<file path="config.mk">
export PLATFORM = sky130hd
export DESIGN_NAME = pc_gen
export DESIGN_NICKNAME = d
export VERILOG_FILES = /design/src/rtl/pc_gen_pkg.sv /design/src/rtl/pc_next_sel.sv /design/src/rtl/pc_gen.sv
export SDC_FILE = /design/constraint.sdc
export NUM_CORES = 1
export LEC_CHECK = 0
export ABC_AREA = 0
export ABC_CLOCK_PERIOD_IN_PS = 2200
export CORE_ASPECT_RATIO = 0.9
export CORE_MARGIN = 4
export CORE_UTILIZATION = 45
export DETAILED_ROUTE_END_ITERATION = 7
export PLACE_DENSITY = 0.85
export SETUP_SLACK_MARGIN = 0.05
export SYNTH_ARGS = -nofsm -noshare
export SYNTH_HDL_FRONTEND = slang
export SYNTH_SLANG_ARGS = --single-unit
export TNS_END_PERCENT = 20
</file>
<file path="constraint.sdc">
create_clock -name clk -period 2.2 [get_ports clk]
set_clock_uncertainty 0.05 [all_clocks]
set_input_delay 0.22 -clock clk [delete_from_list [all_inputs] [get_ports clk]]
set_output_delay 0.22 -clock clk [all_outputs]
set_load 0.01 [all_outputs]
</file>
<file path="src/rtl/pc_gen_pkg.sv">
// Shared definitions for the fetch PC generator: FSM state encoding,
// instruction access-fault codes and the default reset vectors.
package pc_gen_pkg;

  typedef enum logic [1:0] {
    BOOT  = 2'd0,
    RUN   = 2'd1,
    FAULT = 2'd2
  } state_e;

  localparam logic [1:0] FC_NONE     = 2'd0;
  localparam logic [1:0] FC_BUS_ERR  = 2'd1;
  localparam logic [1:0] FC_DEC_ERR  = 2'd2;
  localparam logic [1:0] FC_MISALIGN = 2'd3;

  localparam logic [31:0] NPC_RESET_VEC = 32'h8000_0000;
  localparam logic [31:0] SOC_RESET_VEC = 32'h3000_0000;

endpackage

</file>
<file path="src/rtl/pc_next_sel.sv">
// Combinational next-PC priority mux: trap > access fault > redirect > fire.
// Also flags fault entry (or a fault-record update) and a trap exit from FAULT.
// Optional build macro PC_MISALIGN_CHECK_EN turns misaligned targets into faults.
module pc_next_sel
  import pc_gen_pkg::*;
#(
  parameter int XLEN       = 32,
  parameter int INST_BYTES = 4,
  parameter int FAULT_W    = 2
) (
  input  state_e             state_i,
  input  logic [XLEN-1:0]    pc_i,
  input  logic               out_valid_i,
  input  logic               out_ready_i,
  input  logic               redirect_valid_i,
  input  logic [XLEN-1:0]    redirect_pc_i,
  input  logic               trap_valid_i,
  input  logic [XLEN-1:0]    trap_pc_i,
  input  logic [FAULT_W-1:0] access_fault_i,
  output logic [XLEN-1:0]    pc_d_o,
  output logic               fault_set_o,
  output logic [XLEN-1:0]    fault_pc_d_o,
  output logic [FAULT_W-1:0] fault_cause_d_o,
  output logic               trap_exit_o
);

  // Targets are word-aligned by dropping the two low bits.
  logic [XLEN-1:0] trap_tgt;
  logic [XLEN-1:0] redir_tgt;
  logic            fire;

  assign trap_tgt  = {trap_pc_i[XLEN-1:2], 2'b00};
  assign redir_tgt = {redirect_pc_i[XLEN-1:2], 2'b00};
  assign fire      = out_valid_i & out_ready_i;

  // Low target bits only matter when the misalignment check is built in.
  logic unused_low_bits;
  assign unused_low_bits = ^{trap_pc_i[1:0], redirect_pc_i[1:0]};

  // Priority selection of the next fetch address and fault bookkeeping.
  always_comb begin
    pc_d_o          = pc_i;
    fault_set_o     = 1'b0;
    fault_pc_d_o    = pc_i;
    fault_cause_d_o = access_fault_i;
    trap_exit_o     = 1'b0;
    unique case (state_i)
      RUN: begin
        if (trap_valid_i) begin
`ifdef PC_MISALIGN_CHECK_EN
          if (trap_pc_i[1:0] != 2'b00) begin
            fault_set_o     = 1'b1;
            fault_pc_d_o    = trap_pc_i;
            fault_cause_d_o = {FAULT_W{1'b1}};
          end else begin
            pc_d_o = trap_tgt;
          end
`else
          pc_d_o = trap_tgt;
`endif
        end else if (out_valid_i && (access_fault_i != FAULT_W'(FC_NONE))) begin
          fault_set_o = 1'b1;
        end else if (redirect_valid_i) begin
`ifdef PC_MISALIGN_CHECK_EN
          if (redirect_pc_i[1:0] != 2'b00) begin
            fault_set_o     = 1'b1;
            fault_pc_d_o    = redirect_pc_i;
            fault_cause_d_o = {FAULT_W{1'b1}};
          end else begin
            pc_d_o = redir_tgt;
          end
`else
          pc_d_o = redir_tgt;
`endif
        end else if (fire) begin
          pc_d_o = pc_i + XLEN'(INST_BYTES);
        end
      end
      FAULT: begin
        if (trap_valid_i) begin
`ifdef PC_MISALIGN_CHECK_EN
          if (trap_pc_i[1:0] != 2'b00) begin
            fault_set_o     = 1'b1;
            fault_pc_d_o    = trap_pc_i;
            fault_cause_d_o = {FAULT_W{1'b1}};
          end else begin
            trap_exit_o = 1'b1;
            pc_d_o      = trap_tgt;
          end
`else
          trap_exit_o = 1'b1;
          pc_d_o      = trap_tgt;
`endif
        end
      end
      default: ;
    endcase
  end

endmodule

</file>
<file path="src/rtl/pc_gen.sv">
// Fetch PC generator: valid/ready request to IFU, EXU redirects, CSR traps,
// and a FAULT state that parks fetch until a trap redirect arrives.
// Optional build macro: PC_MISALIGN_CHECK_EN (misaligned targets fault).
module pc_gen
  import pc_gen_pkg::*;
#(
  parameter int              XLEN       = 32,
  parameter logic [XLEN-1:0] RESET_VEC  = XLEN'(NPC_RESET_VEC),
  parameter int              INST_BYTES = 4,
  parameter int              FAULT_W    = 2
) (
  input  logic               clk,
  input  logic               reset,
  output logic               out_valid,
  input  logic               out_ready,
  output logic [XLEN-1:0]    pc,
  input  logic               redirect_valid,
  input  logic [XLEN-1:0]    redirect_pc,
  input  logic               trap_valid,
  input  logic [XLEN-1:0]    trap_pc,
  input  logic [FAULT_W-1:0] access_fault,
  output logic               fault,
  output logic [XLEN-1:0]    fault_pc,
  output logic [FAULT_W-1:0] fault_cause
);

  state_e               state_q;
  logic [XLEN-1:0]      pc_q;
  logic                 out_valid_q;
  logic                 fault_q;
  logic [XLEN-1:0]      fault_pc_q;
  logic [FAULT_W-1:0]   fault_cause_q;

  logic [XLEN-1:0]      pc_d;
  logic                 fault_set;
  logic [XLEN-1:0]      fault_pc_d;
  logic [FAULT_W-1:0]   fault_cause_d;
  logic                 trap_exit;

  pc_next_sel #(
    .XLEN       (XLEN),
    .INST_BYTES (INST_BYTES),
    .FAULT_W    (FAULT_W)
  ) u_next_sel (
    .state_i          (state_q),
    .pc_i             (pc_q),
    .out_valid_i      (out_valid_q),
    .out_ready_i      (out_ready),
    .redirect_valid_i (redirect_valid),
    .redirect_pc_i    (redirect_pc),
    .trap_valid_i     (trap_valid),
    .trap_pc_i        (trap_pc),
    .access_fault_i   (access_fault),
    .pc_d_o           (pc_d),
    .fault_set_o      (fault_set),
    .fault_pc_d_o     (fault_pc_d),
    .fault_cause_d_o  (fault_cause_d),
    .trap_exit_o      (trap_exit)
  );

  // Fetch FSM with registered request and fault-record outputs.
  always_ff @(posedge clk or posedge reset) begin
    if (reset) begin
      state_q       <= BOOT;
      pc_q          <= RESET_VEC;
      out_valid_q   <= 1'b0;
      fault_q       <= 1'b0;
      fault_pc_q    <= '0;
      fault_cause_q <= '0;
    end else begin
      unique case (state_q)
        BOOT: begin
          state_q     <= RUN;
          out_valid_q <= 1'b1;
        end
        RUN: begin
          if (fault_set) begin
            state_q       <= FAULT;
            out_valid_q   <= 1'b0;
            fault_q       <= 1'b1;
            fault_pc_q    <= fault_pc_d;
            fault_cause_q <= fault_cause_d;
          end else begin
            pc_q <= pc_d;
          end
        end
        FAULT: begin
          if (fault_set) begin
            fault_pc_q    <= fault_pc_d;
            fault_cause_q <= fault_cause_d;
          end else if (trap_exit) begin
            state_q     <= RUN;
            pc_q        <= pc_d;
            out_valid_q <= 1'b1;
            fault_q     <= 1'b0;
          end
        end
        default: begin
          state_q     <= BOOT;
          out_valid_q <= 1'b0;
        end
      endcase
    end
  end

  assign out_valid   = out_valid_q;
  assign pc          = pc_q;
  assign fault       = fault_q;
  assign fault_pc    = fault_pc_q;
  assign fault_cause = fault_cause_q;

endmodule

</file>
==> results by group, run 1 <==
Yosys
  • Average instance area after synthesis: roughly 9.6 um^2
  • Synth warnings: 0
  • Post-synth top flop: dfrtp_1
  • Sequential-to-total area share from yosys stat: 0.429
  • Cell area after synthesis: approximately 0.0038 mm^2
  • Number of synthesized register bits: between 60 and 70
  • Number of enable-type register cells in the synthesized netlist: 0
  • Share of synthesized flip-flops with an asynchronous set or reset: 1.00
  • Count of cell types in the netlist: 58
  • Number of standard cells after synthesis: between 300 and 400

Clock network
  • # H-tree levels: 3
  • Clk Latency, worst-skew pair: about 0.35 ns
  • Total clock sinks: 65
  • Clock edge transition at the registers on the reported setup and hold paths: roughly 0.08 ns
  • Number of setup buffers added after CTS: 0
  • Root Driver: clkbuf_8
  • Bufs on Longest Clock Path: 2
  • Clock tree from TritonCTS: built
  • CTS buffer count: 9
  • # hold bufs at CTS: 0

Worst setup path
  • Worst Reg2Reg Path Length in Cells: 6
  • Sort of element at the end of the critical path: register
  • Arrival time at the worst endpoint: ~2.3 ns
  • Cell type of the slowest stage on the worst timing path: dfrtp_1
  • Type of element launching the critical path: register
  • Required time of the worst setup path: 2.38 ns
  • Maximum single-stage delay on the critical path: between 0.4 and 0.5 ns
  • Startpoint-to-endpoint class of the critical path: reg2reg
  • Cell-by-cell listing of the critical path: ha_1 -> nand3_4 -> nor4_4 -> and3_1 -> nand3_1 -> o311ai_1
  • Largest fanout on the critical path: 7

Die
  • Vertical die dimension: about 95 um
  • Overall die width: between 100 and 150 um
  • Die Footprint: around 0.010 mm^2
  • I/O pins: between 100 and 150
  • Row count: 31
  • Initial core utilization: 0.466
  • Area of the placeable core: just over 0.008 mm^2

STA
  • Max Slew Vio Count: 0
  • Min Clock Period, post-route: 2.12 ns
  • Period utilisation layout: 0.962
  • Relative slew slack: 0.653
  • Achievable clock frequency: approximately 470 MHz
  • Final hold vios: 0
  • Fin worst setup slack: approximately 0.084 ns
  • Total Neg Setup Slack: 0 ns
  • Total of endpoints with negative setup slack in the final report: 0
  • Measured slew at the worst slew-check pin: about 0.52 ns
  • Final hold slack: 0.198 ns
  • RSZ-0062 raised after global routing: yes

Layout
  • Final nets: roughly 620
  • Number of diodes added for antenna fixing: 0
  • Layout cells sized above 1: 0.177
  • Final non-filler cell total: 652
  • Area growth from synthesis to layout: 49.1%

Place
  • Count of input and output buffers: 130
  • Final estimated routing congestion in global placement: ~0.92
  • Placed wire-length estimate: between 9000 and 10,000 um
  • Placed cell count: 636
  • Worst slack at placement: between 0.01 and 0.015 ns

Global route
  • GRT Residual Overflow: 0
  • Vias in the first global route: between 3k and 4k
  • Busiest layer in global routing: met2
  • Number of antenna violations at the first check in global routing: 0
  • Pin count of the biggest net entering global routing: 66
  • Met3 Track Usage GR: 0.0765
  • Met1 usage in global routing: 0.318
  • Total routing usage reported by global routing: 0.250
  • First-pass GRT wire length: around 20,000 um
  • Met2 global-route usage: 0.401

Detailed routing
  • Detailed-route wire length per cell: about 19 um
  • Via-to-Cell Ratio: approximately 6.0
  • Vias post-DR: 3,925
  • Wire length reported by the detailed router: between 10,000 and 15,000 um
  • DRC viols: 0
  • Count of routing violations after the opening detailed-route iteration: 433
  • Number of nets with antenna violations after routing: 0
  • Pre-Repair DR Iteration Count: 6

Run
  • Maximum capacitance violations: 0

Pwr
  • PwrDens: ~1400 mW/mm^2
  • Leakage dissipation: ~0.0023 uW
  • Peak supply drop: ~0.64 mV

Outcome
  • Outcome: finished, final reports clean

Hold path
  • Type of the most critical hold path: in2async
[layer usage]
layer  vias to the layer above  share of wire
met5                         -              0
met4                         0          0.029
met3                        52          0.088
met2                       251           0.48
met1                      1863           0.41
li1                       1759              -
[cell families (layout without fill, tap and decap cells)]
family / Yosys count / in the layout / share of synthesized area
flops: 65 / 65 / 0.429
simple gates: 133 / 133 / 0.191
compound gates: 102 / 102 / 0.181
other cells: 1 / 4 / 0.000988
buf+inv: 42 / 195 / 0.0494
xor+xnor: 15 / 15 / 0.0346
mux: 35 / 35 / 0.101
fa+ha+maj: 4 / 4 / 0.0132
[where the power goes]
group	leakage [uW]	internal, uW	switching (uW)
combinational	0.00141	2220	1970
clock	0.000126	778	487
sequential	0.000794	1780	599
total	0.00233	4780	3060
[timing repair]
action | CTS | global route
endpoints found under the setup margin | 0 | 4
hold endpoints to repair | 0 | 0
gates resized for setup | 0 | 2
[path summary, 6_finish.rpt]
kind	start	endpoint	slack (ns)
setup / recovery	pc[3]	pc[30]	0.08
hold / removal	reset	pc[14]	0.20
setup reg to reg	pc[3]	pc[30]	0.08
hold reg to reg	fault_pc[26]	fault_pc[26]	0.44
max in group asynchronous	reset	pc[31]	1.57
min in group clk	redirect_pc[18]	pc[18]	0.38
[synthesized netlist by cell type, types with 5 or more instances]
cell type / instances / area share
a211oi_1: 5 / 0.0099
a21oi_1: 20 / 0.026
a31oi_1: 5 / 0.0082
and3_1: 7 / 0.012
buf_2: 12 / 0.016
clkbuf_1: 13 / 0.013
dfrtp_1: 64 / 0.42
inv_1: 11 / 0.011
mux2_2: 26 / 0.077
mux2i_1: 9 / 0.024
nand2_1: 41 / 0.041
nand3_1: 19 / 0.025
nand4_1: 7 / 0.012
nor2_1: 20 / 0.020
nor3_1: 9 / 0.012
nor4_1: 5 / 0.0082
o211ai_1: 10 / 0.020
o21ai_0: 31 / 0.041
xnor2_1: 7 / 0.016
xor2_1: 8 / 0.018
[sequential cells by signal (all words and copies together) (netlist names)]
name,cells
fault_pc,30
fault_cause,2
pc,30
fault,1
state_q,2
[cell usage in the layout (no fill, tap or decap), types with 4 or more instances in the layout]
cell | synthesis | routed
clkdlybuf4s50_1 | 0 | 130
dfrtp_1 | 64 | 64
nand2_1 | 41 | 41
buf_4 | 4 | 36
o21ai_0 | 31 | 30
mux2_2 | 26 | 26
a21oi_1 | 20 | 20
nor2_1 | 20 | 19
nand3_1 | 19 | 18
inv_1 | 11 | 10
o211ai_1 | 10 | 10
clkbuf_8 | 0 | 10
mux2i_1 | 9 | 9
nor3_1 | 9 | 9
xor2_1 | 8 | 8
xnor2_1 | 7 | 7
and3_1 | 7 | 7
nand4_1 | 7 | 7
a31oi_1 | 5 | 5
nor4_1 | 5 | 5
a211oi_1 | 5 | 5
or3_1 | 4 | 4
and2_1 | 4 | 4
ha_1 | 4 | 4
conb_1 | 1 | 4
[worst max-delay path: cells and delay by family, from the launching register on]
kind | cells | cell delay, ns
compound gates | 1 | 0.30
simple gates | 4 | 0.91
flops | 1 | 0.47
fa+ha+maj | 1 | 0.28
[area by class of cell]
type / count / area (um^2)
clock buffer: 10 / 138
clock inverter: 6 / 105
fill: 649 / 2490
inverter: 11 / 41.3
multi-input combinational: 293 / 2010
sequential: 65 / 1630
tap: 99 / 124
timing repair buffer: 168 / 1610
[metrics by stage]
step	total power (uW)	cell area (um^2)	util
6_report	7830	5660	0.695
5_1_grt	8290	5660	0.695
4_1_cts	7820	5650	0.693
3_5_place_dp	6510	5410	0.664
3_3_place_gp	6340	5410	0.664
2_1_floorplan	4390	3810	-
Power figures use the tool's default switching activity.
==> run 2, diff against run 1 <==
- CTS_CLUSTER_DIAMETER: not set -> 120
==> results of run 2 <==
No change in the layout: final DEF, timing and power equal those of run 1.
==> run 3, diff against run 2 <==
- PLACE_DENSITY: 0.85 -> 0.93
==> results by group, run 3 (synthesis gave the netlist of run 1 again) <==
STA
  • Measured slew at the worst slew-check pin: 0.568 ns (was 0.516 ns)
  • Final hold slack: 0.235 ns (was 0.198 ns)
  • Total of endpoints with negative setup slack in the final report: 0 (unchanged)
  • Achievable clock frequency: 477 MHz (was 473 MHz)
  • Final hold vios: 0 (unchanged)
  • Relative slew slack: 0.621 (was 0.653)
  • RSZ-0062 raised after global routing: yes (unchanged)
  • Period utilisation layout: 0.953 (was 0.962)
  • Max Slew Vio Count: 0 (unchanged)
  • Min Clock Period, post-route: 2.10 ns (was 2.12 ns)

Die
  • Row count: 31 (unchanged)
  • Area of the placeable core: 0.00815 mm^2 (unchanged)
  • Overall die width: 105 um (unchanged)
  • Vertical die dimension: 95.1 um (unchanged)
  • Initial core utilization: 0.466 (unchanged)
  • Die Footprint: 0.00997 mm^2 (unchanged)
  • I/O pins: 139 (unchanged)

Clock network
  • Number of setup buffers added after CTS: 0 (unchanged)
  • Bufs on Longest Clock Path: 2 (unchanged)
  • Root Driver: clkbuf_8 (unchanged)
  • # H-tree levels: 3 (unchanged)
  • CTS buffer count: 9 (unchanged)
  • Clk Latency, worst-skew pair: 0.35 ns (about the same)
  • Clock tree from TritonCTS: built (unchanged)
  • Clock edge transition at the registers on the reported setup and hold paths: 0.08 ns (about the same)
  • Total clock sinks: 65 (unchanged)
  • # hold bufs at CTS: 0 (unchanged)

Detailed routing
  • Count of routing violations after the opening detailed-route iteration: 469 (was 433)
  • Via-to-Cell Ratio: 6.06 (was 6.02)
  • Detailed route wirelength on metal2: 6070 um (was 5990 um)
  • DRC viols: 0 (unchanged)
  • Number of nets with antenna violations after routing: 0 (unchanged)
  • Wire length reported by the detailed router: 12,700 um (was 12,600 um)
  • Wl on met1: 5020 um (was 5120 um)
  • Met3 routed wirelength: 1210 um (was 1110 um)
  • Detailed-route wire length per cell: 19.7 um (was 19.3 um)
  • Pre-Repair DR Iteration Count: 6 (unchanged)
  • Vias post-DR: 3,924 (was 3,925)
  • Top layer in use: met4 (unchanged)

Pwr
  • Leakage dissipation: 0.00230 uW (was 0.00233 uW)
  • Power Internal: 4500 uW (was 4780 uW)
  • PwrDens: 1360 mW/mm^2 (was 1380 mW/mm^2)
  • Switching share of power: 0.408 (was 0.390)
  • Part of the total power dissipated in the clock network: 0.139 (was 0.161)
  • Switching pwr: 3100 uW (was 3060 uW)
  • Portion of total power attributed to combinational logic: 0.548 (was 0.535)
  • Sequential cell fraction of total power: 0.314 (was 0.304)
  • Peak supply drop: 0.635 mV (was 0.638 mV)

Run
  • Maximum capacitance violations: 0 (unchanged)

Worst setup path
  • Largest fanout on the critical path: 7 (unchanged)
  • Sort of element at the end of the critical path: register (unchanged)
  • Origin of the critical flop-to-flop path: pc[2] (was pc[3])
  • Arrival time at the worst endpoint: 2.29 ns (was 2.30 ns)
  • Startpoint-to-endpoint class of the critical path: reg2reg (unchanged)
  • Required time of the worst setup path: 2.39 ns (was 2.38 ns)
  • Type of element launching the critical path: register (unchanged)
  • Worst setup path start: pc[2] (was pc[3])

Layout
  • Layout cells sized above 1: 0.177 (about the same)
  • Final nets: 619 (was 623)
  • Top library cells by usage in the layout, fill and taps aside: 130 x clkdlybuf4s50_1, 62 x dfrtp_1, 41 x nand2_1 (was 130 x clkdlybuf4s50_1, 64 x dfrtp_1, 41 x nand2_1)
  • Number of diodes added for antenna fixing: 0 (unchanged)
  • Most common cell after layout, fill and taps aside: clkdlybuf4s50_1 (unchanged)
  • Core occupancy in the finished layout: 0.687 (was 0.695)
  • Area growth from synthesis to layout: 47.4% (was 49.1%)

Global route
  • GRT Residual Overflow: 0 (unchanged)
  • Vias in the first global route: 4,027 (was 3,942)
  • First-pass GRT wire length: 20,000 um (was 19,700 um)
  • Number of antenna violations at the first check in global routing: 0 (unchanged)
  • Pin count of the biggest net entering global routing: 34 (was 66)
  • Total routing usage reported by global routing: 0.256 (was 0.250)

Place
  • Count of input and output buffers: 130 (unchanged)
  • Placed wire-length estimate: 9240 um (was 9160 um)
  • Final estimated routing congestion in global placement: 0.909 (was 0.922)

Hold path
  • Type of the most critical hold path: in2async (unchanged)

Outcome
  • Outcome: finished, final reports clean (unchanged)
run 3: cell count changes in the layout (fill, tap and decap cells not counted), moves of 2 or more:
cell / before / now
buf_4: 36 / 33
bufinv_16: 3 / 1
clkinv_2: 3 / 1
clkinv_4: 0 / 2
clkinvlp_4: 0 / 2
dfrtp_1: 64 / 62
dfrtp_2: 0 / 2
run 3: timing repair:
item | 4_1_cts | 5_1_grt
hold endpoints to repair | 0 | 0
gates resized for setup | 1 | 6
endpoints found under the setup margin | 8 | 14
cloned | 0 | 0
run 3: final timing paths:
path	cells after the start	slack (ns)	to
setup / recovery	6	0.10	pc[30]
hold / removal	3	0.24	pc[10]
setup reg to reg	6	0.10	pc[30]
hold reg to reg	2	0.45	fault_pc[25]
max in group asynchronous	3	1.51	pc[31]
min in group clk	3	0.39	pc[18]
run 3: final cells by class:
| class | count | area (um^2) |
|---|---|---|
| clock inverter | 6 | 67.6 |
| clock buffer | 10 | 138 |
| sequential | 65 | 1630 |
| fill | 590 | 2550 |
| inverter | 11 | 41.3 |
| multi-input combinational | 293 | 2030 |
| tap | 99 | 124 |
| timing repair buffer | 164 | 1570 |
run 3: critical path: stages, from the launching register on:
cell      delay, ns
dfrtp_2        0.44
ha_2           0.24
nand3_4        0.17
nor4_4         0.38
and3_1         0.27
nand3_1        0.14
o311ai_1       0.29
run 3: metal layers:
layer  vias to the layer above  global-route usage
li1                       1744                   -
met1                      1888               0.323
met2                       247               0.407
met3                        45              0.0697
met4                         0               0.133
met5                         -                   0
run 3: metrics by stage:
step / setup TNS (ns) / area, um^2 / power [uW] / setup WS [ns] / cells
after floorplan: 0 / 3810 / 4390 / 0.199 / 400
after global placement: 0 / 5360 / 6270 / 0.0213 / 632
after detailed placement: -0.219 / 5360 / 6440 / -0.0540 / 632
after CTS: 0 / 5570 / 7550 / 0.0213 / 648
after global routing: 0 / 5600 / 8080 / 0.0208 / 648
final: 0 / 5600 / 7600 / 0.103 / 648
run 3: power by group through the flow:
stage	Combinational [uW]	Sequential, uW	Clock [uW]
floorplan	1860	2530	0
global placement	3920	2340	0
detailed placement	4070	2380	0
CTS	4110	2370	1080
global route	4490	2470	1120
finish	4170	2390	1050
